[src/rtl/rh_hammer_ctrl.sv]
// rh_hammer_ctrl: sequences one double-sided Rowhammer experiment on a level-handshake command port.
// Build option FIRST_FLIP_CAPTURE_EN adds capture of the first flipped word seen during CHECK.
module rh_hammer_ctrl #(
    parameter int ADDR_WIDTH = 32,
    parameter int WORD_WIDTH = 32,
    parameter int ROW_WIDTH  = 12,
    parameter int ROW_POS    = 10,
    parameter int COL_WIDTH  = 10,
    parameter int COL_POS    = 0
) (
    input  logic                  clk,
    input  logic                  reset,
    input  logic                  start,
    input  logic [ROW_WIDTH-1:0]  victim_row,
    input  logic [WORD_WIDTH-1:0] pattern,
    input  logic [31:0]           hammer_count,
    input  logic                  confirm,
    input  logic [WORD_WIDTH-1:0] rd_data,
    output logic                  write,
    output logic                  read,
    output logic [ADDR_WIDTH-1:0] address,
    output logic [WORD_WIDTH-1:0] wr_data,
    output logic [3:0]            state,
    output logic                  busy,
    output logic                  done,
    output logic [63:0]           flip_count
`ifdef FIRST_FLIP_CAPTURE_EN
    ,
    output logic                  first_flip_valid,
    output logic [ADDR_WIDTH-1:0] first_flip_addr,
    output logic [WORD_WIDTH-1:0] first_flip_mask
`endif
);
    // state  | meaning
    // IDLE   | waiting for start
    // FILL_V | writing pattern across every column of the victim row
    // FILL_A | writing ~pattern to column 0 of each existing aggressor
    // HAMMER | alternating aggressor reads, hammer_count iterations
    // CHECK  | reading the victim row back and counting flipped bits
    // DONE   | result held until the next start
    typedef enum logic [3:0] {
        S_IDLE   = 4'd0,
        S_FILL_V = 4'd1,
        S_FILL_A = 4'd2,
        S_HAMMER = 4'd3,
        S_CHECK  = 4'd4,
        S_DONE   = 4'd5
    } state_t;

    typedef enum logic [1:0] {C_SLOT, C_ACK, C_REL} cmd_phase_t;

    localparam int PW = $clog2(WORD_WIDTH + 1);
    localparam logic [ROW_WIDTH-1:0] ROW_MAX = '1;
    localparam logic [COL_WIDTH-1:0] COL_MAX = '1;

    state_t                st;
    cmd_phase_t            cph;
    logic [ROW_WIDTH-1:0]  vic_q;
    logic [WORD_WIDTH-1:0] pat_q;
    logic [31:0]           hc_q;
    logic [31:0]           iter_q;
    logic [COL_WIDTH-1:0]  col_q;
    logic                  hi_side;

    logic                  has_lo;
    logic                  has_hi;
    logic                  last_side;
    logic                  start_ok;
    logic [ROW_WIDTH-1:0]  row_sel;
    logic [COL_WIDTH-1:0]  col_sel;
    logic [ADDR_WIDTH-1:0] cmd_addr;
    logic [WORD_WIDTH-1:0] diff;
    logic [PW-1:0]         pop;
    logic [64:0]           sum;
    logic [63:0]           flip_next;

    assign has_lo    = (vic_q != '0);
    assign has_hi    = (vic_q != ROW_MAX);
    assign last_side = hi_side || !has_hi;
    assign start_ok  = start && (st == S_IDLE || st == S_DONE);

    assign state = st;
    assign busy  = (st != S_IDLE) && (st != S_DONE);
    assign done  = (st == S_DONE);

    // Aggressor phases always target column 0 of victim-1 / victim+1.
    always_comb begin
        row_sel = vic_q;
        col_sel = col_q;
        if (st == S_FILL_A || st == S_HAMMER) begin
            row_sel = hi_side ? vic_q + 1'b1 : vic_q - 1'b1;
            col_sel = '0;
        end
    end

    assign cmd_addr = (ADDR_WIDTH'(row_sel) << ROW_POS) | (ADDR_WIDTH'(col_sel) << COL_POS);

    assign diff = rd_data ^ pat_q;

    always_comb begin
        pop = '0;
        for (int i = 0; i < WORD_WIDTH; i++) begin
            pop = pop + PW'(diff[i]);
        end
    end

    assign sum       = {1'b0, flip_count} + 65'(pop);
    assign flip_next = sum[64] ? '1 : sum[63:0];

    always_ff @(posedge clk or posedge reset) begin
        if (reset) begin
            st         <= S_IDLE;
            cph        <= C_SLOT;
            vic_q      <= '0;
            pat_q      <= '0;
            hc_q       <= '0;
            iter_q     <= '0;
            col_q      <= '0;
            hi_side    <= 1'b0;
            write      <= 1'b0;
            read       <= 1'b0;
            address    <= '0;
            wr_data    <= '0;
            flip_count <= '0;
`ifdef FIRST_FLIP_CAPTURE_EN
            first_flip_valid <= 1'b0;
            first_flip_addr  <= '0;
            first_flip_mask  <= '0;
`endif
        end else if (start_ok) begin
            st         <= S_FILL_V;
            cph        <= C_SLOT;
            vic_q      <= victim_row;
            pat_q      <= pattern;
            hc_q       <= hammer_count;
            iter_q     <= '0;
            col_q      <= '0;
            hi_side    <= 1'b0;
            flip_count <= '0;
`ifdef FIRST_FLIP_CAPTURE_EN
            first_flip_valid <= 1'b0;
            first_flip_addr  <= '0;
            first_flip_mask  <= '0;
`endif
        end else if (busy) begin
            case (cph)
                C_SLOT: begin
                    address <= cmd_addr;
                    cph     <= C_ACK;
                    if (st == S_FILL_V || st == S_FILL_A) begin
                        write   <= 1'b1;
                        wr_data <= (st == S_FILL_V) ? pat_q : ~pat_q;
                    end else begin
                        read <= 1'b1;
                    end
                end
                C_ACK: begin
                    if (confirm) begin
                        write <= 1'b0;
                        read  <= 1'b0;
                        cph   <= C_REL;
                        if (st == S_CHECK) begin
                            flip_count <= flip_next;
`ifdef FIRST_FLIP_CAPTURE_EN
                            if (!first_flip_valid && diff != '0) begin
                                first_flip_valid <= 1'b1;
                                first_flip_addr  <= address;
                                first_flip_mask  <= diff;
                            end
`endif
                        end
                    end
                end
                C_REL: begin
                    // Advance only once confirm has dropped, so a long confirm counts once.
                    if (!confirm) begin
                        cph <= C_SLOT;
                        case (st)
                            S_FILL_V: begin
                                if (col_q == COL_MAX) begin
                                    st      <= S_FILL_A;
                                    col_q   <= '0;
                                    hi_side <= !has_lo;
                                end else begin
                                    col_q <= col_q + 1'b1;
                                end
                            end
                            S_FILL_A: begin
                                if (!last_side) begin
                                    hi_side <= 1'b1;
                                end else begin
                                    hi_side <= !has_lo;
                                    st      <= (hc_q == 32'd0) ? S_CHECK : S_HAMMER;
                                end
                            end
                            S_HAMMER: begin
                                if (!last_side) begin
                                    hi_side <= 1'b1;
                                end else begin
                                    hi_side <= !has_lo;
                                    if (iter_q + 32'd1 == hc_q) begin
                                        st <= S_CHECK;
                                    end else begin
                                        iter_q <= iter_q + 32'd1;
                                    end
                                end
                            end
                            S_CHECK: begin
                                if (col_q == COL_MAX) begin
                                    st <= S_DONE;
                                end else begin
                                    col_q <= col_q + 1'b1;
                                end
                            end
                            default: begin
                                st <= st;
                            end
                        endcase
                    end
                end
                default: begin
                    cph <= C_SLOT;
                end
            endcase
        end
    end
endmodule

[config.mk]
export PLATFORM = sky130hd
export DESIGN_NAME = rh_hammer_ctrl
export DESIGN_NICKNAME = d
export VERILOG_FILES = /design/src/rtl/rh_hammer_ctrl.sv
export SDC_FILE = /design/constraint.sdc
export NUM_CORES = 1
export LEC_CHECK = 0
export CAP_MARGIN = 20
export CORE_MARGIN = 2
export CORE_UTILIZATION = 54
export CTS_CLUSTER_DIAMETER = 100
export CTS_CLUSTER_SIZE = 28
export DETAILED_ROUTE_END_ITERATION = 6
export PLACE_DENSITY = 0.81
export SLEW_MARGIN = 0
export SYNTH_ARGS = -nofsm -noshare
export SYNTH_HDL_FRONTEND = slang
export SYNTH_SLANG_ARGS = --single-unit
[constraint.sdc]
create_clock -name clk -period 11.52 [get_ports clk]
set_clock_uncertainty 0.15 [all_clocks]
set_input_delay 1.728 -clock clk [delete_from_list [all_inputs] [get_ports clk]]
set_output_delay 1.728 -clock clk [all_outputs]
set_load 0.02 [all_outputs]
==> metrics.md, run 1 <==
| Metric | Value |
|---|---|
| First-pass GRT wire length | `roughly 65000 um` |
| Core Footprint | `26200 um2` |
| Endpoints failing setup | `0` |
| Fin area | `approximately 17000 um2` |
| Clk buf depth | `3` |
| Crit end category | `register` |
| Mapped Cells | `1654` |
| Critical path origin | `rd_data[16]` |
| Number of synthesized register bits | `244` |
| # diodes | `0` |
| Drt total wl | `39600 um` |
| XOR/XNOR Fraction of Synth Area | `0.0774` |
| IO Count | `~250` |
| DRT antenna net count | `0` |
| Routed len/inst | `18.4 um` |
| Cell Rows | `59` |
| Synthesized area per cell | `8.75 um2` |
| Worst Path Buf+Inv | `5` |
| Top_reg_cell synth | `dfrtp_1` |
| Commonest cells post-synth | `nand2_1 (396), dfrtp_1 (244), o21ai_0 (95), nor2_1 (82), clkbuf_1 (76)` |
| Layout Nets | `1986` |
| MaxCap Viol Count | `0` |
| Crit path DAT | `9.34 ns` |
| Status | `completed` |
| Crit path time final | `9.08 ns` |
| DRC errors left | `0` |
| Post-DP HPWL | `28000 um` |
| EDFF count, synth | `0` |
| Largest net degree at the start of global routing | `90` |
| Adder-cell share of the synthesized area | `0.0607` |
| TritonCTS clock tree | `yes` |
| Crit start category | `primary input` |
| Largest delay share family, worst path | `adder cells` |
| GPL Wtd Cong | `just under 0.9` |
| Count of different cell masters after synthesis | `74` |
| Synth Area in Compound Gates | `0.124` |
| Most frequent cell after synthesis | `nand2_1` |
| Cell Chain, Critical Path | `clkdlybuf4s50_1 -> xor2_1 -> fa_1 -> inv_1 -> fa_1 -> fa_1 -> inv_1 -> fa_1 -> inv_1 -> fa_1 -> fa_1 -> fa_1 -> inv_1 -> fa_1 -> a21o_1 -> a21oi_1 -> o21ba_2 -> nor2_1 -> nand3b_1 -> o21ai_0 -> a21oi_1 -> a311oi_1` |
| P&R area growth vs syn | `19.7%` |
| Initial Util | `0.552` |
| Critical path class | `primary input to register` |
| Setup tns final | `0 ns` |
| Clock buffer count from CTS | `12` |
| Most common cell on crit path | `fa_1` |
| Crit Path Max Fanout | `26` |
| Async set-reset flop share out of synthesis | `1.00` |
| Sink Count | `244` |
| Simple-Gate Fraction of Synth Area | `0.250` |
| Area post-placement | `16900 um2` |
| Syn Std Cell Area | `14500 um2` |
| Vias | `12700` |
| Synth area leader | `dfrtp_1` |
| Slowest CP cell | `nand3b_1` |
| Rel. slew slack | `0.228` |
| Post-cts resize count | `0` |
| RSZ-0062 raised after global routing | `false` |
| Post-CTS Setup Repair Bufs | `0` |
| Synth warnings | `0` |
| Number of antenna violations at the first check in global routing | `1` |
| Total GRT Usage | `0.281` |
| CTS Hold Bufs | `0` |
| Final Slew Violations | `0` |
| R2R Path Start | `pat_q[16]$_DFFE_PP0P_` |
| Slew @ Worst Pin | `roughly 1.2 ns` |
| Number of port buffers | `~240` |
| Crit share post-route | `0.789` |
| Die H | `168 um` |
| Initial DRT Pass Iterations | `7` |
| Endpoints failing hold | `0` |
| Drt via density | `between 5 and 6` |
| Synth top area cells | `dfrtp_1 (42%), nand2_1 (10%), xor2_1 (4.4%), fa_1 (3.7%), xnor2_1 (3.4%)` |
| Total congestion overflow | `0` |
| Die extent in x | `approximately 170 um` |
| Clock latency on the worst-skew pair | `0.50 ns` |
| Max stage delay on crit path | `1.00 ns` |
| H-tree depth | `1` |
| Die area | `28100 um2` |
| Share of the synthesized area in the top cell type | `0.422` |
| Initial drt markers | `1186` |
| Fmax | `110 MHz` |
| Number of global-route vias before repair | `around 12000` |
| Share of layout cells above drive strength 1 | `0.0324` |
| R2R setup slack | `3.68 ns` |
| Startpoint of the worst hold path | `address[14]$_DFFE_PP0P_` |
| Post-synthesis mux area share | `0.0235` |
| HP Class | `register to register` |
| Root buffer cell | `clkbuf_16` |
| Part of the Yosys area used for sequential elements | `0.422` |
| Largest family of logic cells by synthesized area | `simple AND/OR/NAND/NOR gates` |
| Required time of the critical path | `11.78 ns` |
| Reg clk slew, reported paths | `0.12 ns` |
## layout by cell type, fill, tap and decap left out, types with 27 or more instances in the layout
cell,n
a21oi_1,68
o21ai_0,95
ha_1,27
clkdlybuf4s50_1,236
inv_1,36
nor3_1,39
nand2_1,394
xnor2_1,56
nand3_1,55
xor2_1,72
fa_1,27
dfrtp_1,244
nor2_1,81
nor4_1,32
mux2i_1,34
nand4_1,41
## state kept, by name (all words and copies together) (netlist names)
register,count
iter_q,32
wr_data,32
col_q,10
state,3
hi_side,1
read,1
hc_q,32
pat_q,32
address,22
flip_count,64
cph,2
vic_q,12
write,1
## per-layer routing
metal	vias up	GRT usage	routed length, um
met2	481	0.464	19100
li1	6026	-	-
met3	67	0.0459	2740
met4	2	0.0737	915
met5	-	0	13
met1	6165	0.387	16900
## worst min-delay path, cell delays in order (launching register included)
cell,delay (ns)
dfrtp_1,0.36
nand2_1,0.04
o21ai_0,0.06
## metrics by stage
step	instances	util	hold WS [ns]	worst slack (ns)
final	2157	0.661	0.338	2.44
after global routing	2157	0.661	0.368	1.97
after CTS	2155	0.659	0.345	2.49
after detailed placement	2139	0.646	0.320	1.99
after global placement	2139	0.646	0.311	2.23
after floorplan	1664	-	0.318	2.94
## kinds of logic after synthesis
logic type	Yosys count
AOI/OAI and AO/OA	281
xor gates and xnor gates	128
adders and majority gates	54
buffers and inverters	143
DFF	244
muxes	34
other	1
and+or+nand+nor	769
## layout make-up
type                    count  area, um2
fillers                  2122       8880
inverters                  37        146
flip-flops and latches    244       6110
repair buffers            248       2480
multi-input cells        1277       7820
clock buffers              14        339
clock inverters             2       10.0
well taps                 335        419
## final timing paths
| check | end | cells after the start |
|---|---|---|
| worst min register to register | address[14]$_DFFE_PP0P_ | 2 |
| worst max register to register | flip_count[26]$_DFFE_PP0P_ | 21 |
| worst min-delay path | address[14]$_DFFE_PP0P_ | 2 |
| max in group asynchronous | address[1]$_DFFE_PP0P_ | 5 |
| min in group asynchronous | hc_q[2]$_DFFE_PP0P_ | 2 |
| worst max-delay path | flip_count[26]$_DFFE_PP0P_ | 22 |
Power of run 1 is not shown: default switching activity piles up to over one toggle a cycle in this logic, so the estimate is an artifact.
==> inputs of run 2 (changes only) <==
CORE_UTILIZATION = 49   (was 54)
PLACE_DENSITY = 0.78   (was 0.81)
clock period = 7.8 ns   (was 11.52 ns; I/O delays follow)
==> run 2 against run 1 <==
Worst setup slack worse by 2.2 ns. First-iteration DRC count shrank 1.3%. Critical path type unchanged. Worst hold slack worse by 0.0020 ns. Largest cell class unchanged.
==> metrics.md, run 2 (same netlist as run 1, synthesis figures left out) <==
| Metric | Value |
|---|---|
| R2R Path Start | `pat_q[0]$_DFFE_PP0P_` |
| Core Footprint | `28900 um2` |
| Die extent in x | `176 um` |
| Placed insts | `2206` |
| Total congestion overflow | `0` |
| Setup tns final | `0 ns` |
| # diodes | `0` |
| GPL Wtd Cong | `0.902` |
| Initial Util | `0.500` |
| Post-cts resize count | `0` |
| Worst setup margin | `0.280 ns` |
| RSZ-0062 raised after global routing | `false` |
| Number of global-route vias before repair | `12500` |
| Crit path time final | `7.52 ns` |
| MaxCap Viol Count | `0` |
| Rel. slew slack | `0.260` |
| Endpoints failing hold | `0` |
| Share of layout cells above drive strength 1 | `0.0434` |
| Drt total wl | `between 40000 and 50000 um` |
| Initial drt markers | `around 1200` |
| Slew @ Worst Pin | `1.11 ns` |
| Sink Count | `244` |
| Final Slew Violations | `0` |
| DRC errors left | `0` |
| Startpoint of the worst hold path | `address[13]$_DFFE_PP0P_` |
| Number of antenna violations at the first check in global routing | `0` |
| Layout Nets | `2005` |
| Filler Cell Count | `about 2500` |
| Crit path DAT | `7.75 ns` |
| Reg clk slew, reported paths | `0.10 ns` |
| Hold Crit Depth | `2` |
| P&R area growth vs syn | `21.3%` |
| Clk buf depth | `3` |
| Critical path class | `primary input to register` |
| First-pass GRT wire length | `65900 um` |
| Routed len/inst | `18.2 um` |
| TritonCTS clock tree | `yes` |
| Status | `completed` |
| Die H | `176 um` |
| Initial DRT Pass Iterations | `6` |
| Critical path origin | `rd_data[16]` |
| Crit end category | `register` |
| Crit Path Max Fanout | `8` |
| Number of port buffers | `236` |
| Die area | `30900 um2` |
| Largest net degree at the start of global routing | `176` |
| Most frequent cells in the layout | `nand2_1 (394), dfrtp_1 (244), clkdlybuf4s50_1 (236)` |
| Fmax | `133 MHz` |
| Root buffer cell | `clkbuf_16` |
| Vias | `12900` |
| Worst slack at placement | `-0.171 ns` |
| CTS Hold Bufs | `0` |
| Commonest non-fill, non-tap cell in the layout | `nand2_1` |
| Total GRT Usage | `0.260` |
| Required time of the critical path | `8.03 ns` |
| Reg2reg path depth | `20` |
| Drt via density | `a little under 6` |
| Post-DP HPWL | `~29000 um` |
| Crit share post-route | `0.964` |
| Util after Layout | `0.607` |
| Cell Rows | `62` |
| Crit start category | `primary input` |
| DRT antenna net count | `0` |
| Largest Register | `flip_count` |
| Clock latency on the worst-skew pair | `0.49 ns` |
| HP Class | `register to register` |
| Post-CTS Setup Repair Bufs | `0` |
| H-tree depth | `1` |
| Cell Count, Final, Fillers Out | `2227` |
| Max FFs per register | `64` |
| Endpoints failing setup | `0` |
| IO Count | `248` |
| Clock buffer count from CTS | `13` |
run 2: cell count changes in the layout (fill, tap and decap cells not counted):
cell	before	now
buf_8	0	1
clkinv_2	2	1
buf_16	1	0
buf_4	10	26
clkinvlp_4	0	1
buf_12	1	3
clkinv_4	0	1
inv_6	0	2
run 2: final timing paths:
kind	slack, ns	to
max in group asynchronous	4.76	iter_q[9]$_DFFE_PP0P_
min reg2reg	0.34	address[13]$_DFFE_PP0P_
min in group asynchronous	1.16	address[17]$_DFFE_PP0P_
max	0.28	flip_count[17]$_DFFE_PP0P_
min	0.34	address[13]$_DFFE_PP0P_
max reg2reg	1.00	flip_count[17]$_DFFE_PP0P_
run 2: stage by stage:
step,cell area [um2],hold slack [ns]
after CTS,17500,0.343
after global routing,17600,0.366
after floorplan,14500,0.318
after detailed placement,17100,0.320
final,17600,0.336
after global placement,17100,0.311
run 2: layer usage:
metal  global-route usage  wire, um  share of wire
met1                0.374     18100           0.45
met2                0.422     18700           0.46
met3               0.0320      2790          0.069
met4               0.0568       782          0.019
met5                    0         0              0
run 2: area by class of cell:
cell class                 count  area, um2  share of cell area
tap                          384        480              0.0274
sequential                   244       6110               0.348
clock buffer                  14        339              0.0193
inverter                      37        143             0.00812
multi-input combinational   1277       7820               0.445
clock inverter                 5       42.5             0.00242
timing repair buffer         266       2630               0.150
run 2: worst max-delay path, stage by stage:
cell and delay [ns]:
clkdlybuf4s50_1 0.44, xor2_1 0.20, fa_1 0.54, inv_1 0.06, fa_1 0.52, fa_1 0.52
inv_1 0.05, fa_1 0.49, inv_1 0.07, fa_1 0.52, fa_1 0.53, fa_1 0.46
inv_1 0.08, fa_1 0.18, a21o_1 0.12, a21oi_1 0.06, buf_4 0.15, o21ba_2 0.22
or4_1 0.57, nand2_1 0.14, buf_4 0.18, nor2_1 0.14, a311oi_1 0.33
Power of run 2 is left out for the same reason.
